## src/rtl/instr_fetch_unit_if.sv

```systemverilog
// Instruction-fetch bundle: memory request/response plus the IF/ID boundary.
// Master is the fetch unit; slave is the memory/decode environment.
interface instr_fetch_unit_if;
    logic [31:0] imem_addr;
    logic [31:0] imem_instr;
    logic        stall;
    logic        redirect;
    logic [31:0] redirect_pc;
    logic [31:0] if_instr;
    logic [31:0] if_pc;
    logic        if_valid;
    logic        if_fault;
`ifdef FETCH_PERF_COUNT_EN
    logic [31:0] fetch_count;
`endif

    modport master (
        output imem_addr, if_instr, if_pc, if_valid, if_fault,
`ifdef FETCH_PERF_COUNT_EN
        output fetch_count,
`endif
        input  imem_instr, stall, redirect, redirect_pc
    );

    modport slave (
        input  imem_addr, if_instr, if_pc, if_valid, if_fault,
`ifdef FETCH_PERF_COUNT_EN
        input  fetch_count,
`endif
        output imem_instr, stall, redirect, redirect_pc
    );
endinterface

```

## src/rtl/instr_fetch_unit.sv

```systemverilog
// RISC-V fetch stage (optional FETCH_PERF_COUNT_EN adds fetch_count); owns the PC.
// Latency: address issued at edge N is presented after edge N+1.
// Backpressure: stall re-issues the held address; redirect overrides stall.
module instr_fetch_unit #(
    parameter logic [31:0] RESET_PC   = 32'h0000_0000,
    parameter int unsigned IMEM_BYTES = 4096
) (
    input  logic                   clk,
    input  logic                   rst,
    instr_fetch_unit_if.master     bus
);
    localparam logic [31:0] LIMIT = 32'(IMEM_BYTES);

    typedef enum logic {RUN, HALT} state_e;

    state_e      state_q, state_d;
    logic [31:0] pc_q, pc_d;
    logic [31:0] resp_pc_q, resp_pc_d;
    logic        resp_valid_q, resp_valid_d;
    logic        fault_q, fault_d;

    logic [31:0] target;
    logic        target_ok;
    logic        pc_ok;
    logic        if_valid;
    logic        unused_redirect_lsbs;

    assign target               = {bus.redirect_pc[31:2], 2'b00};
    assign unused_redirect_lsbs = ^bus.redirect_pc[1:0];
    assign target_ok            = target < LIMIT;
    assign pc_ok                = pc_q < LIMIT;
    assign if_valid             = resp_valid_q & ~bus.redirect;

    // Re-issuing resp_pc during a stall keeps the memory output stable.
    assign bus.imem_addr = (state_q == RUN && bus.stall && !bus.redirect) ? resp_pc_q : pc_q;
    assign bus.if_instr  = bus.imem_instr;
    assign bus.if_pc     = resp_pc_q;
    assign bus.if_valid  = if_valid;
    assign bus.if_fault  = fault_q;

    always_comb begin
        state_d      = state_q;
        pc_d         = pc_q;
        resp_pc_d    = resp_pc_q;
        resp_valid_d = resp_valid_q;
        fault_d      = fault_q;
        unique case (state_q)
            RUN: begin
                if (bus.redirect) begin
                    pc_d         = target;
                    resp_valid_d = 1'b0;
                    if (!target_ok) begin
                        state_d = HALT;
                        fault_d = 1'b1;
                    end
                end else if (!bus.stall) begin
                    if (pc_ok) begin
                        resp_pc_d    = pc_q;
                        resp_valid_d = 1'b1;
                        pc_d         = pc_q + 32'd4;
                    end else begin
                        resp_valid_d = 1'b0;
                        state_d      = HALT;
                        fault_d      = 1'b1;
                    end
                end
            end
            HALT: begin
                resp_valid_d = 1'b0;
                if (bus.redirect && target_ok) begin
                    pc_d    = target;
                    state_d = RUN;
                    fault_d = 1'b0;
                end
            end
            default: state_d = RUN;
        endcase
    end

    always_ff @(posedge clk) begin
        if (rst) begin
            state_q      <= RUN;
            pc_q         <= RESET_PC;
            resp_pc_q    <= RESET_PC;
            resp_valid_q <= 1'b0;
            fault_q      <= 1'b0;
        end else begin
            state_q      <= state_d;
            pc_q         <= pc_d;
            resp_pc_q    <= resp_pc_d;
            resp_valid_q <= resp_valid_d;
            fault_q      <= fault_d;
        end
    end

`ifdef FETCH_PERF_COUNT_EN
    logic [31:0] count_q, count_d;

    assign count_d         = (state_q == RUN && if_valid && !bus.stall) ? count_q + 32'd1 : count_q;
    assign bus.fetch_count = count_q;

    always_ff @(posedge clk) begin
        if (rst) count_q <= 32'd0;
        else     count_q <= count_d;
    end
`endif
endmodule

```

## src/flat_wrapper.sv

```systemverilog
// flat-port wrapper written by rule: the top's interface ports become plain ports
module instr_fetch_unit_flat 
#(
    parameter logic [31:0] RESET_PC   = 32'h0000_0000,
    parameter int unsigned IMEM_BYTES = 4096
)
  (clk, rst, bus_imem_addr, bus_if_instr, bus_if_pc, bus_if_valid, bus_if_fault, bus_imem_instr, bus_stall, bus_redirect, bus_redirect_pc);
  instr_fetch_unit_if bus_i ();
  input  logic clk;
  input  logic rst;
  output wire logic [$bits(bus_i.imem_addr)-1:0] bus_imem_addr;
  output wire logic [$bits(bus_i.if_instr)-1:0] bus_if_instr;
  output wire logic [$bits(bus_i.if_pc)-1:0] bus_if_pc;
  output wire logic [$bits(bus_i.if_valid)-1:0] bus_if_valid;
  output wire logic [$bits(bus_i.if_fault)-1:0] bus_if_fault;
  input wire logic [$bits(bus_i.imem_instr)-1:0] bus_imem_instr;
  input wire logic [$bits(bus_i.stall)-1:0] bus_stall;
  input wire logic [$bits(bus_i.redirect)-1:0] bus_redirect;
  input wire logic [$bits(bus_i.redirect_pc)-1:0] bus_redirect_pc;
  assign bus_imem_addr = bus_i.imem_addr;
  assign bus_if_instr = bus_i.if_instr;
  assign bus_if_pc = bus_i.if_pc;
  assign bus_if_valid = bus_i.if_valid;
  assign bus_if_fault = bus_i.if_fault;
  assign bus_i.imem_instr = bus_imem_instr;
  assign bus_i.stall = bus_stall;
  assign bus_i.redirect = bus_redirect;
  assign bus_i.redirect_pc = bus_redirect_pc;
  instr_fetch_unit #(.RESET_PC(RESET_PC), .IMEM_BYTES(IMEM_BYTES)) u_core (.clk(clk), .rst(rst), .bus(bus_i));
endmodule
```

## config.mk

```make
export PLATFORM = sky130hd
export DESIGN_NAME = instr_fetch_unit_flat
export DESIGN_NICKNAME = d
export VERILOG_FILES = /design/src/rtl/instr_fetch_unit_if.sv /design/src/rtl/instr_fetch_unit.sv /design/src/flat_wrapper.sv
export SDC_FILE = /design/constraint.sdc
export NUM_CORES = 1
export LEC_CHECK = 0
export CORE_ASPECT_RATIO = 0.9
export CORE_UTILIZATION = 44
export DETAILED_ROUTE_END_ITERATION = 16
export HOLD_SLACK_MARGIN = 0.05
export PLACE_DENSITY = 0.86
export SLEW_MARGIN = 20
export SYNTH_ARGS = -nofsm -noshare
export SYNTH_HDL_FRONTEND = slang
export SYNTH_SLANG_ARGS = --single-unit
export TNS_END_PERCENT = 50
```

## constraint.sdc

```tcl
create_clock -name clk -period 5.68 [get_ports clk]
set_input_delay 1.136 -clock clk [delete_from_list [all_inputs] [get_ports clk]]
set_output_delay 1.136 -clock clk [all_outputs]
set_load 0.02 [all_outputs]
```

==> flow_metrics.tcl, run 1 <==
set metrics [dict create \
    status "finished, final reports clean" \
    cts_buffers 9 \
    final_antenna_net_count 0 \
    hold_slack_ps 483 \
    worstSetupEndpointType "primary output" \
    post-route-min-period_ps 4860 \
    synthArstFlopShare 0 \
    dp_hpwl_um 6100 \
    drive_gt1_frac 0.143 \
    drt-total-wl_um 9000 \
    cts_tree "done" \
    grt-busiest-layer "met2" \
    maxCapViolCount 0 \
    synth_area_leaders "dfxtp_1 (38%), buf_4 (8.0%), mux2_2 (7.7%), mux2i_1 (6.3%), and3_1 (4.1%)" \
    hold_depth 2 \
    cts_resized 0 \
    fin_skew_ps 8.43 \
    clk_pin_slew_ps 70 \
    drtIter0Drc 213 \
    placed_area_mm2 0.00411 \
    final_max_slew_viol_count 0 \
    yosysTopAreaCell "dfxtp_1" \
    dr.pass1.iters 5 \
    reg2regPathDepth 6 \
    startpoint "bus_redirect" \
    hp-start "u_core.resp_valid_q" \
    hold-path-endpoint "u_core.resp_valid_q" \
    postLayoutCellArea_mm2 0.00436 \
    yosysSeqAreaShare 0.375 \
    synth_ff_type "dfxtp_1" \
    startpoint_type "input port" \
    clock-sinks 63 \
    ff2ff_setup_slack_ps 2790 \
    crit_required_ps 4540 \
    post_synth_num_cell_types 52 \
    finalHoldViolCount 0 \
    finalSetupTns_ps 0 \
    cts_setup_buffers 0 \
    portBuffers 95 \
    die_width_um 94.1 \
    peakVddDrop_v 0.000137 \
    p_leak_nw 1.77 \
    grtUsageMet2 0.370 \
    power_density_mw_per_mm2 270 \
    stdcell_count 521 \
    layout_common_cells "clkdlybuf4s50_1 (95), dfxtp_1 (63), nor2_1 (35), nand2_1 (25), mux2_2 (23)" \
    grt_max_degree 44 \
    use_met1 0.294 \
    grt_pass1_vias 2834 \
    die_area_mm2 0.00799 \
    die_y_um 84.9 \
    synth_edf_count 0 \
    regArea_mm2 0.00126 \
    cp.arrival_ps 3720 \
    holdCritPathClass "flip-flop to flip-flop" \
    slew_headroom 0.260 \
    drc 0 \
    timing.rr.end "u_core.bus.if_pc[2]" \
    crit_type "input port to primary output" \
    holdBufCountCts 0 \
    cts_root_buf "clkbuf_8" \
    grt_pass1_wl_um 14400 \
    fin_total_pwr_mw 1.18 \
    grt_util_met3 0.0448 \
    ys_seq_elements 63 \
    nNetsFinal 492 \
    synth_area_mm2 0.00336 \
    tightest_slew_ps 1110 \
    ys_warn_count 0 \
    grt-ovfl-total 0 \
    setup_violations 0 \
    num_vias 2983 \
    fillerInstances 603 \
    rsz0062_at_grt "false" \
    syn_to_final_growth_pct 29.9 \
    clk_path_buf_depth 2 \
    h-tree-depth 3 \
    synthCells 371 \
    wl_per_cell_um 17.3 \
    synth.avg_cell_area_um2 9.06 \
    antenna_found_initial 0 \
    initial_core_util 0.465 \
    multi_input_area_mm2 0.00172 \
    worstReg2RegStart "u_core.pc_q[20]" \
    ios 166 \
    fmax_mhz 206 \
    gp_congestion 0.849 \
    grt_util_all_layers 0.233 \
    num_rows 29 \
    path_max_fanout 21 \
    synth_top_area_share 0.375 \
    final_common_cell "clkdlybuf4s50_1" \
    period_share 0.855 \
    core_mm2 0.00722 \
    clkLatencyLatePin_ps 350 \
    numPlacedInstances 505 \
    n_antenna_cell 0 \
    viasPerCell 5.73 \
]
[layout make-up]
cell class                 instances  area share
tap                               93      0.0267
clock inverter                     6      0.0267
sequential                        63       0.289
multi-input combinational        246       0.394
clock buffer                      10      0.0315
timing repair buffer             100       0.229
inverter                           3     0.00258
[flip-flops by register name, indices dropped and copies added, names as in the netlist]
| register | cells |
|---|---|
| u_core.bus.if_fault | 1 |
| u_core.state_q | 1 |
| u_core.bus.if_pc | 30 |
| u_core.resp_valid_q | 1 |
| u_core.pc_q | 30 |
[per-layer routing]
layer  vias up  share of wire
li1       1407              -
met1      1418           0.44
met2       127           0.46
met3        31          0.064
met4         0          0.034
met5         -              0
[kinds of logic (layout without fill, tap and decap cells)]
kind of cell,count (synthesis),in the layout,share of synthesized area
and+or+nand+nor,132,132,0.212
buffers and inverters,65,119,0.116
DFF,63,63,0.375
AOI/OAI and AO/OA,59,59,0.132
muxes,50,50,0.160
adders and majority gates,1,1,0.00372
other,1,4,0.00112
[per-stage QoR]
step	setup WS [ps]	util
after floorplan	2200	-
after detailed placement	831	0.569
after global placement	869	0.569
after global routing	655	0.604
after CTS	831	0.604
final	822	0.604
[where the power goes]
group | switching [mW] | internal (mW) | total (mW) | leakage (nW)
Sequential | 0.0258 | 0.460 | 0.486 | 0.514
Clock | 0.186 | 0.306 | 0.493 | 0.127
Combinational | 0.105 | 0.0965 | 0.202 | 1.13
Total | 0.317 | 0.863 | 1.18 | 1.77
[synthesized netlist by cell type (4+ instances only)]
| library cell | number |
|---|---|
| dfxtp_1 | 63 |
| buf_4 | 36 |
| nor2_1 | 35 |
| nand2_1 | 25 |
| mux2_2 | 23 |
| and3_1 | 22 |
| mux2i_1 | 21 |
| clkbuf_1 | 19 |
| a21oi_1 | 15 |
| nand4_1 | 9 |
| o21ai_0 | 9 |
| nand3_1 | 8 |
| nor4_1 | 7 |
| mux2_1 | 6 |
| nor3_1 | 6 |
| nor2_2 | 4 |
| o221a_2 | 4 |
| o32ai_1 | 4 |
[worst max-delay path, cell delays in order]
cell and delay, ps:
clkdlybuf4s50_1 550, nor2_1 160, buf_4 250, and2_1 470, buf_4 260, mux2_2 340, clkdlybuf4s50_1 550
[how the worst max path moves through the flow]
stage and end:
2_1_floorplan bus_imem_addr[14], 3_3_place_gp bus_imem_addr[17], 3_5_place_dp bus_imem_addr[22], 4_1_cts bus_imem_addr[22], 5_1_grt bus_imem_addr[22], 6_report bus_imem_addr[22]
No activity file was read; power rests on OpenSTA's default activity.
==> inputs of run 2 (changes only) <==
--- a/config.mk
+++ b/config.mk
@@ -6,10 +6,12 @@
 export NUM_CORES = 1
 export LEC_CHECK = 0
 export CORE_ASPECT_RATIO = 0.9
-export CORE_UTILIZATION = 44
+export CORE_UTILIZATION = 37
+export CTS_CLUSTER_SIZE = 28
 export DETAILED_ROUTE_END_ITERATION = 16
 export HOLD_SLACK_MARGIN = 0.05
-export PLACE_DENSITY = 0.86
+export PLACE_DENSITY = 0.78
+export RECOVER_POWER = 50
 export SLEW_MARGIN = 20
 export SYNTH_ARGS = -nofsm -noshare
 export SYNTH_HDL_FRONTEND = slang
==> constraint.sdc (replaced) <==
create_clock -name clk -period 4.15 [get_ports clk]
set_input_delay 0.83 -clock clk [delete_from_list [all_inputs] [get_ports clk]]
set_output_delay 0.83 -clock clk [all_outputs]
set_load 0.02 [all_outputs]
==> flow_metrics.tcl, run 2 (synthesis gave the netlist of run 1 again) <==
set metrics [dict create \
    path_max_fanout 20 \
    path_buf_inv 3 \
    dr.pass1.iters 5 \
    cts_root_buf "clkbuf_8" \
    fin_skew_ps 9.57 \
    placed_area_mm2 0.00415 \
    finalSetupTns_ps 0 \
    fillerInstances 838 \
    cts_buffers 9 \
    ios 166 \
    stdcell_count 549 \
    reg2regPathDepth 6 \
    peakVddDrop_v 0.000163 \
    final_max_slew_viol_count 0 \
    clkLatencyLatePin_ps 350 \
    max_stage_delay_ps 650 \
    wl_per_cell_um 16.3 \
    clk_path_buf_depth 2 \
    n_antenna_cell 0 \
    crit_type "input port to primary output" \
    num_vias 2922 \
    grt-ovfl-total 0 \
    p_leak_nw 1.84 \
    drtIter0Drc 234 \
    tightest_slew_ps 910 \
    syn_to_final_growth_pct 28.2 \
    initial_core_util 0.387 \
    crit_family "buffers and inverters" \
    grt_pass1_wl_um 14200 \
    die_y_um 92.4 \
    nNetsFinal 494 \
    holdCritPathClass "flip-flop to flip-flop" \
    cts_tree "done" \
    fmax_mhz 262 \
    pre_cts_slack_ps 411 \
    crit_cells 6 \
    cts_resized 0 \
    rsz0062_at_grt "false" \
    slew_headroom 0.393 \
    worstSetupEndpointType "primary output" \
    period_share 0.921 \
    h-tree-depth 3 \
    grt_util_all_layers 0.197 \
    numPlacedInstances 533 \
    final_antenna_net_count 0 \
    fin_total_pwr_mw 1.45 \
    core_mm2 0.00869 \
    gp_congestion 0.798 \
    drive_gt1_frac 0.135 \
    clock-sinks 63 \
    die_width_um 102 \
    drc 0 \
    finalCoreUtilization 0.496 \
    hold_slack_ps 460 \
    clk_pin_slew_ps 70 \
    cp.arrival_ps 2990 \
    num_rows 32 \
    antenna_found_initial 0 \
    layout_common_cells "clkdlybuf4s50_1 (63), dfxtp_1 (63), nor2_1 (35), dlygate4sd3_1 (32), nand2_1 (25)" \
    layout_setup_ws_ps 329 \
    cpMaxStageDelayCell "dlygate4sd3_1" \
    cts_setup_buffers 0 \
    hold_depth 2 \
    post-route-min-period_ps 3820 \
    maxCapViolCount 0 \
    startpoint_type "input port" \
    viasPerCell 5.32 \
    dp_hpwl_um 6370 \
    postLayoutCellArea_mm2 0.00431 \
    drt-total-wl_um 8980 \
    grt_max_degree 43 \
    cp_cell_sequence "dlygate4sd3_1, nor2_1, and2_1, buf_4, mux2_2, clkdlybuf4s50_1" \
    holdBufCountCts 0 \
    grt_pass1_vias 2741 \
    crit_required_ps 3320 \
    status "finished, final reports clean" \
    power_density_mw_per_mm2 338 \
    portBuffers 95 \
    die_area_mm2 0.00947 \
    setup_violations 0 \
    finalHoldViolCount 0 \
]
run 2: changes by cell type in the layout (fill, tap and decap cells not counted), sizes merged:
cell	previous run	this run
dlygate4sd3	0	32
buf	5	4
inv	4	3
bufinv	3	1
clkdlybuf4s50	95	63
clkinv	2	4
clkinvlp	0	1
clkbuf	10	13
run 2: area by class of cell:
cell class / instances / area (um2) / share of cell area
inverter: 3 / 11.3 / 0.00261
clock inverter: 6 / 61.3 / 0.0142
timing repair buffer: 102 / 992 / 0.230
sequential: 63 / 1260 / 0.293
tap: 119 / 149 / 0.0346
multi-input combinational: 246 / 1710 / 0.396
clock buffer: 10 / 128 / 0.0296
run 2: worst min-delay path: stages, from the launching register on:
cell and delay [ps]:
dfxtp_1 310, nand2_1 50, a21oi_1 50
run 2: path summary, 6_finish.rpt:
| kind | startpoint | end | slack (ps) |
|---|---|---|---|
| hold / removal | u_core.resp_valid_q | u_core.resp_valid_q | 460 |
| setup reg to reg | u_core.pc_q[20] | u_core.bus.if_pc[5] | 1720 |
| setup / recovery | bus_redirect | bus_imem_addr[25] | 330 |
| hold reg to reg | u_core.resp_valid_q | u_core.resp_valid_q | 460 |
run 2: layer usage:
metal	part of all wire	wire length [um]	global-route usage
met5	0	0	0
met4	0.027	239	0.0869
met3	0.066	591	0.0558
met2	0.45	4000	0.292
met1	0.46	4140	0.263
run 2: power by group:
part | switching, mW | total, mW | internal [mW] | leakage (nW)
clock | 0.244 | 0.519 | 0.275 | 0.0960
combinational | 0.140 | 0.270 | 0.129 | 1.23
sequential | 0.0358 | 0.666 | 0.630 | 0.514
total | 0.420 | 1.45 | 1.03 | 1.84
==> inputs of run 3 (changes only) <==
--- a/config.mk
+++ b/config.mk
@@ -5,12 +5,14 @@
 export SDC_FILE = /design/constraint.sdc
 export NUM_CORES = 1
 export LEC_CHECK = 0
+export CELL_PAD_IN_SITES_DETAIL_PLACEMENT = 0
+export CELL_PAD_IN_SITES_GLOBAL_PLACEMENT = 1
 export CORE_ASPECT_RATIO = 0.9
-export CORE_UTILIZATION = 37
+export CORE_UTILIZATION = 26
 export CTS_CLUSTER_SIZE = 28
 export DETAILED_ROUTE_END_ITERATION = 16
 export HOLD_SLACK_MARGIN = 0.05
-export PLACE_DENSITY = 0.78
+export PLACE_DENSITY_LB_ADDON = 0.1
 export RECOVER_POWER = 50
 export SLEW_MARGIN = 20
 export SYNTH_ARGS = -nofsm -noshare
==> flow_metrics.tcl, run 3 (synthesis gave the netlist of run 1 again) <==
set metrics [dict create \
    multi_input_area_mm2 0.00171 \
    cp_cell_sequence "clkdlybuf4s50_1, nor2_1, and2_1, buf_4, mux2_2, clkdlybuf4s50_1" \
    fillerInstances 1303 \
    grt_max_degree 43 \
    finalHoldViolCount 0 \
    cts_buffers 9 \
    grt_util_all_layers 0.160 \
    cpMostUsedCell "clkdlybuf4s50_1" \
    netSwitchingFraction 0.254 \
    pre_cts_slack_ps 425 \
    ff2ff_setup_slack_ps 1590 \
    p_sw_uw 450 \
    gp_congestion 0.709 \
    numPlacedInstances 579 \
    fmax_mhz 269 \
    finalCoreUtilization 0.357 \
    drive_gt1_frac 0.137 \
    reg2regPathDepth 5 \
    setup_violations 0 \
    peakVddDrop_v 0.000188 \
    cp.arrival_ps 2880 \
    cpMaxStageDelayCell "clkdlybuf4s50_1" \
    post-route-min-period_ps 3710 \
    stdcell_count 595 \
    path_max_fanout 22 \
    core_mm2 0.0126 \
    die_area_mm2 0.0134 \
    path_buf_inv 3 \
    cts_tree "done" \
    clkLatencyLatePin_ps 320 \
    viasPerCell 4.87 \
    startpoint "bus_redirect" \
    initial_core_util 0.266 \
    status "finished, final reports clean" \
    final_max_slew_viol_count 0 \
    max_stage_delay_ps 530 \
    holdBufCountCts 0 \
    power_frac_seq 0.377 \
    drt-total-wl_um 10200 \
    clock-sinks 63 \
    p_leak_nw 1.91 \
    layout_setup_ws_ps 437 \
    crit_cells 6 \
    worstReg2RegStart "u_core.pc_q[24]" \
    clock_power_share 0.467 \
    holdCritPathClass "flip-flop to flip-flop" \
    num_rows 39 \
    startpoint_type "input port" \
    fin_skew_ps 5.03 \
    h-tree-depth 3 \
    antenna_found_initial 0 \
    crit_family "buffers and inverters" \
    n_antenna_cell 0 \
    postLayoutCellArea_mm2 0.00451 \
    final_antenna_net_count 0 \
    drc 0 \
    placed_area_mm2 0.00421 \
    p_int_mw 1.32 \
    die_width_um 122 \
    drtIter0Drc 145 \
    crit_type "input port to primary output" \
    crit_required_ps 3320 \
    nNetsFinal 495 \
    wl_per_cell_um 17.1 \
    cts_root_buf "clkbuf_16" \
    cts_setup_buffers 0 \
    tightest_slew_ps 1030 \
    die_y_um 110 \
    cts_resized 0 \
    portBuffers 95 \
    regArea_mm2 0.00126 \
    p_comb_frac 0.156 \
    worstSetupEndpointType "primary output" \
    timing.rr.end "u_core.bus.if_pc[25]" \
    clk_pin_slew_ps 60 \
    ios 166 \
    critPathCapture "bus_imem_addr[23]" \
    num_vias 2895 \
    grt_pass1_wl_um 16000 \
    dr.pass1.iters 4 \
    rsz0062_at_grt "false" \
    slew_headroom 0.311 \
    period_share 0.895 \
    maxCapViolCount 0 \
    dp_hpwl_um 6950 \
    clk_path_buf_depth 2 \
    grt-ovfl-total 0 \
    syn_to_final_growth_pct 34.3 \
    grt_pass1_vias 2830 \
    power_density_mw_per_mm2 392 \
    layout_common_cells "clkdlybuf4s50_1 (63), dfxtp_1 (63), nor2_1 (35), dlygate4sd3_1 (32), nand2_1 (25)" \
    finalSetupTns_ps 0 \
]
[run 3: changes by cell type in the layout (fill, tap and decap cells not counted), sizes merged]
cell | before | now
clkinvlp | 1 | 0
bufinv | 1 | 2
clkbuf | 13 | 15
buf | 4 | 6
clkinv | 4 | 1
[run 3: power groups by stage]
stage               Sequential [mW]  Combinational [mW]  Clock, mW
floorplan                     0.665               0.215          0
global placement              0.680               0.280          0
detailed placement            0.680               0.280          0
CTS                           0.667               0.281      0.853
global route                  0.672               0.301      0.884
finish                        0.667               0.276      0.827
[run 3: metal layers]
| layer | part of all wire | vias up | track usage |
|---|---|---|---|
| met3 | 0.053 | 14 | 0.0399 |
| met5 | 0 | - | 0 |
| met1 | 0.47 | 1365 | 0.206 |
| met2 | 0.47 | 102 | 0.259 |
| li1 | - | 1414 | - |
| met4 | 0.013 | 0 | 0.0520 |
[run 3: per-stage QoR]
step | total power [mW] | hold slack [ps]
floorplan | 0.880 | 432
global placement | 0.959 | 438
detailed placement | 0.959 | 446
CTS | 1.80 | 453
global route | 1.86 | 497
finish | 1.77 | 454
[run 3: final cells by class]
| cell class | count | area share |
|---|---|---|
| multi-input cells | 246 | 0.378 |
| inverters | 3 | 0.00250 |
| well taps | 164 | 0.0455 |
| repair buffers | 103 | 0.222 |
| flip-flops and latches | 63 | 0.280 |
| clock buffers | 13 | 0.0577 |
| clock inverters | 3 | 0.0144 |
[run 3: how the worst min path moves through the flow]
stage / to / cells past startpoint / slack (ps) / start
6_report: u_core.resp_valid_q / 2 / 450 / u_core.resp_valid_q
5_1_grt: u_core.resp_valid_q / 2 / 500 / u_core.resp_valid_q
4_1_cts: u_core.resp_valid_q / 2 / 450 / u_core.resp_valid_q
3_5_place_dp: u_core.resp_valid_q / 2 / 450 / u_core.resp_valid_q
3_3_place_gp: u_core.resp_valid_q / 2 / 440 / u_core.resp_valid_q
2_1_floorplan: u_core.resp_valid_q / 2 / 430 / u_core.resp_valid_q
[run 3: tightest hold or removal path, delay by kind of cell, from the launching register on]
| kind | cells | cell delay [ps] |
|---|---|---|
| compound gates | 1 | 50 |
| simple gates | 1 | 50 |
| flops | 1 | 300 |
